$ cat src/rtl/dmem_bus_bridge_pkg.sv
// Shared types and constants for the data-memory bus bridge.
// Optional timeout support is selected with DMEM_BRIDGE_TIMEOUT_EN.
package dmem_bus_bridge_pkg;

    typedef enum logic [1:0] {
        IDLE = 2'd0,
        REQ  = 2'd1,
        DONE = 2'd2
    } state_e;

    localparam int unsigned SEL_BIT   = 31;
    localparam logic [31:0] TMO_RDATA = 32'h0000_0000;

    function automatic logic is_pacc(
        input logic [31:0] addr,
        input logic        rd,
        input logic [3:0]  we
    );
        return addr[SEL_BIT] & (rd | (|we));
    endfunction

endpackage

$ cat src/rtl/dmem_bus_bridge_pb_timeout_cnt.sv
// Peripheral-bus wait counter with expiry compare.
// Instantiated only when DMEM_BRIDGE_TIMEOUT_EN is defined.
module pb_timeout_cnt #(
    parameter int unsigned TIMEOUT_CYC = 255,
    parameter int unsigned CNT_W       = 8
) (
    input  logic clk,
    input  logic rst,
    input  logic clr_i,
    input  logic inc_i,
    output logic expired_o
);

    logic [CNT_W-1:0] cnt_q;
    logic [CNT_W-1:0] cnt_d;

    always_comb begin
        cnt_d = cnt_q;
        if (clr_i) begin
            cnt_d = '0;
        end else if (inc_i) begin
            cnt_d = cnt_q + 1'b1;
        end
    end

    always_ff @(posedge clk or negedge rst) begin
        if (!rst) begin
            cnt_q <= '0;
        end else begin
            cnt_q <= cnt_d;
        end
    end

    assign expired_o = (cnt_q == CNT_W'(TIMEOUT_CYC));

endmodule

$ cat src/rtl/dmem_bus_bridge.sv
// Routes data-memory accesses to on-chip RAM or a req/ack peripheral bus.
// Define DMEM_BRIDGE_TIMEOUT_EN to abort peripheral accesses that never ack.
module dmem_bus_bridge
    import dmem_bus_bridge_pkg::*;
#(
    parameter int unsigned RAM_AW      = 12,
    parameter int unsigned TIMEOUT_CYC = 255,
    parameter int unsigned CNT_W       = 8
) (
    input  logic              clk,
    input  logic              rst,
    input  logic [31:0]       addr_i,
    input  logic [31:0]       wdata_i,
    input  logic [3:0]        wr_en_i,
    input  logic              rd_i,
    output logic [31:0]       rdata_o,
    output logic              stall_o,
    output logic [RAM_AW-1:0] ram_addr_o,
    output logic [3:0]        ram_we_o,
    output logic [31:0]       ram_wdata_o,
    input  logic [31:0]       ram_rdata_i,
    output logic              pb_req_o,
    output logic              pb_we_o,
    output logic [31:0]       pb_addr_o,
    output logic [3:0]        pb_be_o,
    output logic [31:0]       pb_wdata_o,
    input  logic [31:0]       pb_rdata_i,
    input  logic              pb_ack_i,
    output logic              err_o
);

    if ((64'd1 << CNT_W) <= 64'(TIMEOUT_CYC)) begin : g_cnt_w_chk
        $error("CNT_W too narrow for TIMEOUT_CYC");
    end

    state_e      state_q;
    logic        pb_req_q;
    logic        pb_we_q;
    logic [31:0] pb_addr_q;
    logic [3:0]  pb_be_q;
    logic [31:0] pb_wdata_q;
    logic [31:0] rdata_q;
    logic        sel_q;
    logic        err_q;
    logic        pacc_w;
    logic        stall_w;
    logic        tmo_w;

    assign pacc_w = is_pacc(addr_i, rd_i, wr_en_i);

    always_comb begin
        stall_w = 1'b0;
        unique case (state_q)
            IDLE:    stall_w = pacc_w;
            REQ:     stall_w = 1'b1;
            default: stall_w = 1'b0;
        endcase
    end

    // Reset must release the pipeline at once, even with a held access.
    assign stall_o = rst & stall_w;

    assign ram_addr_o  = addr_i[RAM_AW+1:2];
    assign ram_wdata_o = wdata_i;
    assign ram_we_o    = (addr_i[SEL_BIT] | stall_o | (state_q == DONE))
                       ? 4'b0000 : wr_en_i;

    assign rdata_o = sel_q ? rdata_q : ram_rdata_i;

`ifdef DMEM_BRIDGE_TIMEOUT_EN
    pb_timeout_cnt #(
        .TIMEOUT_CYC (TIMEOUT_CYC),
        .CNT_W       (CNT_W)
    ) u_tmo (
        .clk       (clk),
        .rst       (rst),
        .clr_i     (state_q == IDLE),
        .inc_i     ((state_q == REQ) && !pb_ack_i),
        .expired_o (tmo_w)
    );
`else
    assign tmo_w = 1'b0;
`endif

    always_ff @(posedge clk or negedge rst) begin
        if (!rst) begin
            sel_q <= 1'b0;
        end else if (!stall_o) begin
            sel_q <= addr_i[SEL_BIT];
        end
    end

    always_ff @(posedge clk or negedge rst) begin
        if (!rst) begin
            state_q    <= IDLE;
            pb_req_q   <= 1'b0;
            pb_we_q    <= 1'b0;
            pb_addr_q  <= '0;
            pb_be_q    <= '0;
            pb_wdata_q <= '0;
            rdata_q    <= '0;
            err_q      <= 1'b0;
        end else begin
            err_q <= 1'b0;
            unique case (state_q)
                IDLE: begin
                    if (pacc_w) begin
                        pb_addr_q  <= addr_i;
                        pb_be_q    <= wr_en_i;
                        pb_wdata_q <= wdata_i;
                        pb_we_q    <= |wr_en_i;
                        pb_req_q   <= 1'b1;
                        state_q    <= REQ;
                    end
                end
                REQ: begin
                    // A late ack still beats an expiring timeout.
                    if (pb_ack_i) begin
                        rdata_q  <= pb_rdata_i;
                        pb_req_q <= 1'b0;
                        state_q  <= DONE;
                    end else if (tmo_w) begin
                        rdata_q  <= TMO_RDATA;
                        pb_req_q <= 1'b0;
                        err_q    <= 1'b1;
                        state_q  <= DONE;
                    end
                end
                DONE: begin
                    state_q <= IDLE;
                end
                default: begin
                    state_q  <= IDLE;
                    pb_req_q <= 1'b0;
                end
            endcase
        end
    end

    assign pb_req_o   = pb_req_q;
    assign pb_we_o    = pb_we_q;
    assign pb_addr_o  = pb_addr_q;
    assign pb_be_o    = pb_be_q;
    assign pb_wdata_o = pb_wdata_q;
    assign err_o      = err_q;

endmodule

$ cat config.mk
export PLATFORM = sky130hd
export DESIGN_NAME = dmem_bus_bridge
export DESIGN_NICKNAME = d
export VERILOG_FILES = /design/src/rtl/dmem_bus_bridge_pkg.sv /design/src/rtl/dmem_bus_bridge_pb_timeout_cnt.sv /design/src/rtl/dmem_bus_bridge.sv
export SDC_FILE = /design/constraint.sdc
export NUM_CORES = 1
export LEC_CHECK = 0
export BUFFER_PORTS_ARGS = -buffer_cell sky130_fd_sc_hd__buf_2
export CORE_AREA = 4 4 111 113
export CTS_CLUSTER_SIZE = 28
export DETAILED_ROUTE_END_ITERATION = 8
export DIE_AREA = 0 0 115 117
export PLACE_DENSITY = 0.78
export SETUP_SLACK_MARGIN = 0.02
export SLEW_MARGIN = 30
export SYNTH_ARGS = -nofsm -noshare
export SYNTH_HDL_FRONTEND = slang
export SYNTH_SLANG_ARGS = --single-unit
export TNS_END_PERCENT = 10
$ cat constraint.sdc
create_clock -name clk -period 2.8 [get_ports clk]
set_input_delay 0.14 -clock clk [delete_from_list [all_inputs] [get_ports clk]]
set_output_delay 0.14 -clock clk [all_outputs]
set_load 0.05 [all_outputs]
Yosys cells after proc, flatten, opt, wreduce, memory -nomap -nowiden
Cells that the tools add are included.

Input port bits: 136. Memories kept: 0. Register bits after elaboration: 105. Latch bits: 0. Word-level logic and storage cells: 33. Bits in writable memories: 0. Memory bits (read-only): 0.

Add/sub/neg operators: 0. Mux-type cells: 9. Multiply operators: 0. Equal/unequal tests: 4. Div/mod/pow operators: 0. Order comparisons: 0. Bitwise gates (word level): 6. Reduce and logical (&&, ||, !) cells: 6. Shifts and indexed selects: 0.

Operator list (count): 32-bit two-way mux (1); 2-bit AND reduction (3); 2-bit two-way mux (2); 4-bit two-way mux (1); 2-bit inequality test, second input constant (2); 2-bit one-hot mux with 2 select lines (1); 4-bit OR reduction (1); 1-bit OR (3); 1-bit one-hot mux with 3 select lines (1); 3-bit AND reduction (1); 1-bit AND (2); 2-bit by 1-bit == test with 1-bit output, second input constant (1); 2-bit == test, second input constant (1); 2-bit zero test (1); 1-bit two-way mux (2); 1-bit one-hot mux with 2 select lines (1); 1-bit NOT (1).

Longest topological paths before layout
Gate-level depths: netlist of run 1.

Depth after elaboration: 8. Mapped depth: 4. Depth with buffers taken out: 3.

Least setup slack after synthesis of run 1
Ideal clock, no wire load.

Path kind: input-to-reg. Start point: in wr_en_i[3]. End point: reg pb_addr_q[0], in the netlist pb_addr_o[0]. Arrival time: 1464 ps. Library setup time: 125 ps. Setup slack: 1211 ps. Stages: 4. Cells stage by stage: or4_4 > o21ai_4 > buf_6 > mux2_2.

Word-level cells in the longest chain between the ends: 4.

RTL lines: from (decl) (line dmem_bus_bridge.sv:14) `input logic [3:0] wr_en_i,`; 4-bit OR reduction (line dmem_bus_bridge_pkg.sv:19) `return addr[SEL_BIT] & (rd | (|we));`; 1-bit OR (line dmem_bus_bridge_pkg.sv:19); 1-bit AND (line dmem_bus_bridge_pkg.sv:19); 2-bit AND reduction (no source line); to (signal assigned) (line dmem_bus_bridge.sv:108) `pb_addr_q <= addr_i;`; to (decl) (line dmem_bus_bridge.sv:39) `logic [31:0] pb_addr_q;`.

No other way between the ends. A chain may end at the register's enable or synchronous reset.

Worst setup path in the final report of run 1
Start point: in rst. End point: out stall_o.

Word-level cells in the longest chain between the ends: 1.

RTL lines: from (decl) (line dmem_bus_bridge.sv:11) `input logic rst,`; 1-bit AND (line dmem_bus_bridge.sv:61) `assign stall_o = rst & stall_w;`; to (decl) (line dmem_bus_bridge.sv:17) `output logic stall_o,`.

No other way between the ends.

==> results of run 1 <==
==> power by group <==
part | switching, mW | leakage, nW | internal [mW]
logic | 3.03 | 1.78 | 1.23
clock network | 0.581 | 0.139 | 0.617
registers | 0.336 | 1.23 | 2.20
==> state kept, by name, indices dropped and copies added (netlist names) <==
signal	flops
pb_wdata_o	32
sel_q	1
pb_we_o	1
pb_addr_o	32
rdata_q	32
pb_be_o	4
pb_req_o	1
state_q	2
==> synth_stat cells, drive strengths merged, types with 2 or more instances <==
| cell type | instances |
|---|---|
| dfrtp | 105 |
| inv | 2 |
| a22o | 5 |
| o21ai | 3 |
| mux2 | 127 |
| nand2b | 2 |
| buf | 52 |
| and2 | 4 |
| clkbuf | 7 |
| nand2 | 3 |
==> per-layer routing <==
| layer | up-vias | GRT usage | part of all wire | wire length (um) |
|---|---|---|---|---|
| met4 | 0 | 0.0767 | 0.019 | 227 |
| li1 | 1572 | - | - | - |
| met1 | 1637 | 0.190 | 0.35 | 4320 |
| met2 | 172 | 0.322 | 0.53 | 6510 |
| met5 | - | 0 | 0 | 0 |
| met3 | 17 | 0.0535 | 0.097 | 1190 |
==> final cells by class <==
class | count | area, um2 | share of cell area
multi-input cells | 154 | 1630 | 0.261
well taps | 143 | 179 | 0.0287
flip-flops and latches | 105 | 2630 | 0.422
inverters | 2 | 7.51 | 0.00121
repair buffers | 293 | 1500 | 0.242
clock inverters | 6 | 51.3 | 0.00824
clock buffers | 10 | 229 | 0.0368
==> metrics by stage <==
step / area, um2 / total power, mW
6_report: 6230 / 8.00
5_1_grt: 6230 / 8.40
4_1_cts: 6230 / 8.09
3_5_place_dp: 5930 / 6.87
3_3_place_gp: 5930 / 6.76
2_1_floorplan: 4710 / 5.89
==> worst min path at each step <==
stage,start,end,cells after the start,slack (ns)
global placement,rst,pb_wdata_o[9]$_DFFE_PN0P_,2,0.35
finish,pb_rdata_i[27],rdata_q[27]$_DFFE_PN0P_,2,0.02
floorplan,rst,pb_addr_o[0]$_DFFE_PN0P_,0,-0.16
global route,pb_rdata_i[27],rdata_q[27]$_DFFE_PN0P_,2,0.004
detailed placement,rst,pb_wdata_o[3]$_DFFE_PN0P_,2,0.35
CTS,pb_rdata_i[27],rdata_q[27]$_DFFE_PN0P_,2,0.004
==> cells by family (layout without fill, tap and decap cells) <==
family | after synthesis | count (layout) | share of synthesized area
multiplexers | 127 | 127 | 0.304
flip-flops | 105 | 105 | 0.558
buffers and inverters | 61 | 311 | 0.0957
AND/OR/NAND/NOR | 14 | 14 | 0.0199
AO/OA/AOI/OAI | 12 | 12 | 0.0213
other | 1 | 1 | 0.000797
==> repair_timing <==
item | CTS | global route
setup buffers | 0 | 0
hold endpoints to repair | 51 | 0
hold buffers | 2 | 0
==> impl_metrics.ini, run 1 <==
[sta]
setup_slack_ns = 0.688
worstMarginPinSlew_ns = 0.698
max_freq_mhz = 473
drv_slew = 0
period_share = 0.754
fin_setup_tns_ns = 0
relSlewSlack = 0.534
rsz0062_at_grt = false
min_period_ns = 2.11
clock_skew_ns = 0.0133
hold_ws_ns = 0.0195
hold_viol = 0
setup_violations = 0

[critical_path]
rrSetupSlack_ns = 0.83
path_max_fanout = 52
reg2reg_from = state_q[1]$_DFFE_PN0P_
end_kind = primary output
cp.arrival_ns = 1.97
cp-start-kind = primary input
cp_cell_sequence = dlygate4sd3_1, buf_4, buf_4, nand2b_1, a21oi_1, buf_2
r2r-end = pb_wdata_o[15]$_DFFE_PN0P_
worstSetupStartpoint = rst
crit_type = primary input to primary output
path_depth = 6
cpLargestDelayFamily = buffers and inverters
cpMostUsedCell = buf_4
cp-endpoint = stall_o
cp_slowest_stage_delay_ns = 0.53
slowest_stage = dlygate4sd3_1
crit_required_ns = 2.66
r2r_cells = 4
worst-path-buf-inv = 4

[layout]
drive_gt1_frac = 0.765
layout_commonest_cell = buf_2
fill_cells = 971
fin_nets = 701
instances_no_fill = 713
antenna_cells = 0
final_cell_mix = buf_2, mux2_2, dfrtp_1
fin_util = 0.550
area_growth_pct = 32.3

[placed_design]
place_congestion = 0.746
placedCellCount = 695
io_buffers = 286
place_hpwl_um = 9930
dp_worst_setup_slack_ns = 0.716

[yosys]
syn_area_um2 = 4710
dominantRegCellSynth = dfrtp_1
synth_top_area_frac = 0.558
yosysWarningCount = 0
async_reset_ff_frac = 1.00
synth_edf_count = 0
synth_top_cells_by_area = dfrtp_1, mux2_2, buf_4
ys_ff_latch = 105
post_synth_num_cell_types = 22
syn_inst = 320
yosysTopAreaCell = dfrtp_1
synth_nets = 456
syn_area_per_cell_um2 = 14.7
seq_area_frac_synth = 0.558

[detailed_routing]
avgRoutedWirePerCell_um = 17.2
viasPerCell = 4.77
ant_nets = 0
wirelength_um = 12300
drtIter0Drc = 109
drc_errors = 0
via_count = 3398
dr.pass1.iters = 4

[floorplanning]
rows = 39
die_w_um = 115
core_um2 = 11300
io_pins = 288
fp.dieH_um = 117
start_util = 0.416
die_area_um2 = 13500

[grt]
track_usage = 0.177
grt_pass1_wl_um = 18100
antenna_found_initial = 0
grt_max_degree = 62
first_global_vias = 3536
grt.overflow.total = 0

[cts]
cts_resized = 0
clk_pin_slew_ns = 0.08
worstSkewPairLatency_ns = 0.34
root_buffer = clkbuf_16
h-tree-depth = 3
cts_buffers = 9
cts_buffer_depth = 2
numClockSinks = 105
cts_tree = built

[flow_run]
drv_cap = 0

[status]
status = complete, no violations

[power_and_ir_drop]
vdd_drop_max_mv = 0.782
leakage_nw = 3.14
power_density_nw_per_um2 = 1280

[min_path]
hp-class = primary input to register
(Power assumes the default switching activity.)
==> run 2, diff against run 1 <==
- CORE_AREA: 4 4 111 113 -> not set
- CORE_MARGIN: not set -> 4
- CORE_UTILIZATION: not set -> 43
- DIE_AREA: 0 0 115 117 -> not set
- PLACE_DENSITY: 0.78 -> 0.8
- clock period: 2.8 -> 2.2 ns (I/O delays scaled with it)
==> run 2 against run 1 <==
  * Final area increased by 14%
  * Combinational power increased by 32%
  * Clock skew decreased by 0.00050 ns
  * Highest routed layer is now met5
  * Sequential power increased by 29%
  * Sequential share of layout area decreased by 5.3 points
  * Clock-buffer cell count increased by 2
  * Clock power about the same
  * Die area decreased by 5.8%
  * Critical path type is now primary input to register
  * Register-to-register slack got worse by 0.23 ns
  * Largest cell class unchanged
  * Setup slack got worse by 0.54 ns
  * Non-clock buffer count increased by 96
==> impl_metrics.ini, run 2 (synthesis gave the netlist of run 1 again) <==
[status]
status = complete, no violations

[power_and_ir_drop]
power_density_nw_per_um2 = 1430
vdd_drop_max_mv = 1.06
leakage_nw = 3.52
finalPower_mw = 10.1

[cts]
cts_setup_buffers = 0
h-tree-depth = 3
numClockSinks = 105
cts_buffer_depth = 2
worstSkewPairLatency_ns = 0.36
root_buffer = clkbuf_8
clk_pin_slew_ns = 0.08
cts_buffers = 9
cts_tree = built

[min_path]
min_path_cells = 2
hp-class = primary input to register

[grt]
grt.overflow.total = 0
first_global_vias = 4324
antenna_found_initial = 1
track_usage = 0.218
grt_pass1_wl_um = 22000
grt_max_degree = 56

[floorplanning]
core_um2 = 10500
start_util = 0.448
fp.dieH_um = 113
io_pins = 288
die_area_um2 = 12700
rows = 37
die_w_um = 113

[sta]
fin_setup_tns_ns = 0
setup_violations = 0
max_freq_mhz = 488
drv_slew = 0
relSlewSlack = 0.530
min_period_ns = 2.05
hold_viol = 0
clock_skew_ns = 0.0128
rsz0062_at_grt = false
worstMarginPinSlew_ns = 0.706
period_share = 0.932

[layout]
fill_cells = 753
layout_commonest_cell = buf_2
seq_area_um2 = 2630
fin_nets = 797
drive_gt1_frac = 0.662
final_area_um2 = 7120
area_growth_pct = 51.2
antenna_cells = 0
multiInputGateArea_um2 = 1630
final_cell_mix = buf_2, mux2_2, dfrtp_1

[detailed_routing]
drc_errors = 0
via_count = 3852
ant_nets = 0
avgRoutedWirePerCell_um = 17.4
dr.pass1.iters = 4
drtIter0Drc = 127
viasPerCell = 4.80
wirelength_um = 14000

[placed_design]
place_hpwl_um = 9810
io_buffers = 286
postPlaceCellArea_um2 = 5960
place_congestion = 0.828

[critical_path]
rrSetupSlack_ns = 0.60
cp_cell_sequence = dlygate4sd3_1, buf_2, or4_4, o21ai_4, buf_12, mux2_2
cp_slowest_stage_delay_ns = 0.57
path_max_fanout = 38
end_kind = register
cp-start-kind = primary input
crit_required_ns = 2.44
slowest_stage = or4_4
crit_type = primary input to register
cp.arrival_ns = 2.29
r2r_cells = 5

[flow_run]
drv_cap = 0
[run 2: cell count changes in the layout (fill, tap and decap cells not counted), sizes merged]
cell	previous run	this run
bufinv	0	1
inv	4	2
dlygate4sd3	2	94
clkinvlp	0	1
buf	291	295
clkbuf	10	12
clkinv	4	2
[run 2: per-stage QoR]
step,worst slack [ns],hold WS [ns],instances,utilization
floorplan,0.641,-0.186,320,-
global placement,0.413,0.278,692,0.567
detailed placement,0.357,0.286,692,0.567
CTS,0.0851,0.000562,801,0.675
global route,0.0946,0.00154,802,0.677
finish,0.150,0.0149,802,0.677
[run 2: final cells by class]
cell class | instances | area share
multi-input combinational | 154 | 0.229
sequential | 105 | 0.369
tap | 136 | 0.0239
timing repair buffer | 389 | 0.347
inverter | 2 | 0.00106
clock inverter | 4 | 0.00721
clock buffer | 12 | 0.0218
[run 2: worst paths after layout]
path                                            from                         end
min                                       wdata_i[3]   pb_wdata_o[3]$_DFFE_PN0P_
max reg2reg                   state_q[1]$_DFFE_PN0P_  pb_wdata_o[11]$_DFFE_PN0P_
max                                       wr_en_i[3]  pb_wdata_o[11]$_DFFE_PN0P_
max in group asynchronous                        rst      rdata_q[2]$_DFFE_PN0P_
min reg2reg                pb_addr_o[31]$_DFFE_PN0P_   pb_addr_o[31]$_DFFE_PN0P_
min in group asynchronous                        rst   pb_addr_o[31]$_DFFE_PN0P_
[run 2: metal layers]
metal,vias up,track usage,wire [um],share of wire
li1,1757,-,-,-
met4,2,0.0809,359,0.026
met2,195,0.405,7560,0.54
met5,-,0,7,0.00050
met3,32,0.0717,1220,0.087
met1,1866,0.227,4840,0.35
[run 2: where the power goes]
| group | internal [mW] | leakage [nW] | switching, mW |
|---|---|---|---|
| clock network | 0.590 | 0.103 | 0.642 |
| logic | 1.71 | 2.19 | 3.94 |
| registers | 2.79 | 1.23 | 0.471 |
| total | 5.09 | 3.52 | 5.05 |
[run 2: what timing repair did]
action	4_1_cts	5_1_grt
endpoints found under the setup margin	0	4
hold buffers	93	1
endpoints found under the hold margin	142	1
gates resized for setup	0	2
[run 2: critical path, delay by kind of cell]
kind                   cells  cell delay (ns)
AND/OR/NAND/NOR            1             0.57
multiplexers               1             0.37
buffers and inverters      3             0.93
AO/OA/AOI/OAI              1             0.28
==> run 3, diff against run 2 <==
- PLACE_DENSITY: 0.8 -> 0.78
==> run 3 against run 2 <==
  * Core utilization down 0.71 points
  * Combinational power down 0.7%
  * Final area down 1.1%
  * Setup slack better by 0.045 ns
  * Non-clock buffer count down 4
  * Critical path depth unchanged
  * Critical endpoint is now ram_we_o[1]
  * Clock-buffer cell count down 1
  * Power down 1.3%
  * Sequential share of layout area up 0.39 points
  * Clock power down 7%
==> impl_metrics.ini, run 3 (synthesis gave the netlist of run 1 again) <==
[layout]
antenna_cells = 0
area_growth_pct = 49.6
final_cell_mix = buf_2, mux2_2, dfrtp_1
fill_cells = 753
seq_area_um2 = 2630
fin_nets = 793
multiInputGateArea_um2 = 1630
drive_gt1_frac = 0.663
layout_commonest_cell = buf_2

[sta]
setup_slack_ns = 0.195
period_share = 0.911
drv_slew = 0
rsz0062_at_grt = false
relSlewSlack = 0.607
max_freq_mhz = 499
setup_violations = 0
hold_viol = 0
fin_setup_tns_ns = 0
worstMarginPinSlew_ns = 0.590
clock_skew_ns = 0.00959
min_period_ns = 2.01

[flow_run]
drv_cap = 0

[placed_design]
dp_worst_setup_slack_ns = 0.392
place_hpwl_um = 9560
place_congestion = 0.828
io_buffers = 286

[critical_path]
r2r_cells = 5
crit_required_ns = 2.09
slowest_stage = dlygate4sd3_1
cp.arrival_ns = 1.90
cp_slowest_stage_delay_ns = 0.53
end_kind = primary output
cp-start-kind = primary input
reg2reg_from = state_q[0]$_DFFE_PN0P_
crit_type = primary input to primary output
path_max_fanout = 18
worstSetupStartpoint = rst
cp_cell_sequence = dlygate4sd3_1, buf_4, and3b_1, a211oi_1, and2_1, buf_2

[detailed_routing]
dr.pass1.iters = 4
viasPerCell = 4.84
ant_nets = 0
wirelength_um = 13700
drc_errors = 0
drtIter0Drc = 122
via_count = 3865
avgRoutedWirePerCell_um = 17.1

[cts]
numClockSinks = 105
cts_buffer_depth = 2
worstSkewPairLatency_ns = 0.36
cts_buffers = 9
cts_resized = 0
cts_tree = built
clk_pin_slew_ns = 0.10
cts_setup_buffers = 0
h-tree-depth = 3
root_buffer = clkbuf_8

[grt]
grt_pass1_wl_um = 21700
grt_max_degree = 57
antenna_found_initial = 0
grt.overflow.total = 0
first_global_vias = 4303
track_usage = 0.214

[floorplanning]
core_um2 = 10500
io_pins = 288
start_util = 0.448
die_area_um2 = 12700
fp.dieH_um = 113
die_w_um = 113
rows = 37

[min_path]
min_path_cells = 2
hp-class = primary input to register
hold_start = wr_en_i[0]

[power_and_ir_drop]
vdd_drop_max_mv = 0.960
leakage_nw = 3.49
power_density_nw_per_um2 = 1420
finalPower_mw = 10.0

[status]
status = complete, no violations
## run 3: cell count changes in the layout (fill, tap and decap cells not counted), sizes merged
cell | previous run | this run
inv | 2 | 5
buf | 295 | 293
dlygate4sd3 | 94 | 92
bufinv | 1 | 0
clkbuf | 12 | 11
clkinvlp | 1 | 0
## run 3: power breakdown
part	switching, mW	internal (mW)	total [mW]	leakage [nW]
Combinational	3.93	1.69	5.61	2.16
Clock	0.659	0.483	1.14	0.101
Sequential	0.462	2.79	3.25	1.23
## run 3: cell type report
cell class,instances,area share
clock buffer,11,0.0215
sequential,105,0.373
clock inverter,5,0.00515
tap,136,0.0242
multi-input combinational,154,0.231
inverter,2,0.00107
timing repair buffer,385,0.344
## run 3: repair_timing
| item | in CTS | in global routing |
|---|---|---|
| endpoints found under the setup margin | 0 | 0 |
| hold endpoints to repair | 102 | 3 |
| hold buffers | 89 | 3 |
## run 3: layer usage
metal,up-vias,wire (um),GRT usage
met4,0,370,0.0817
met5,-,0,0
met3,35,1140,0.0620
met2,206,7530,0.410
met1,1880,4640,0.217
li1,1744,-,-
## run 3: final timing paths
path / endpoint / slack, ns
max: ram_we_o[1] / 0.19
min: pb_be_o[0]$_DFFE_PN0P_ / 0.01
max reg2reg: pb_wdata_o[27]$_DFFE_PN0P_ / 0.60
min reg2reg: pb_addr_o[31]$_DFFE_PN0P_ / 0.47
max in group asynchronous: pb_wdata_o[9]$_DFFE_PN0P_ / 1.20
min in group asynchronous: pb_addr_o[9]$_DFFE_PN0P_ / 0.14
## run 3: through the flow
stage	instances	hold slack (ns)	util	cell area, um2
after floorplan	320	-0.186	-	4710
after global placement	690	-0.0213	0.564	5930
after detailed placement	690	-0.0135	0.564	5930
after CTS	795	0.000327	0.667	7010
after global routing	798	0.00167	0.670	7040
final	798	0.0149	0.670	7040
## run 3: worst max-delay path: cells and delay by family
kind,cells,cell delay [ns]
AO/OA/AOI/OAI,1,0.35
buffers and inverters,3,1.00
AND/OR/NAND/NOR,2,0.41
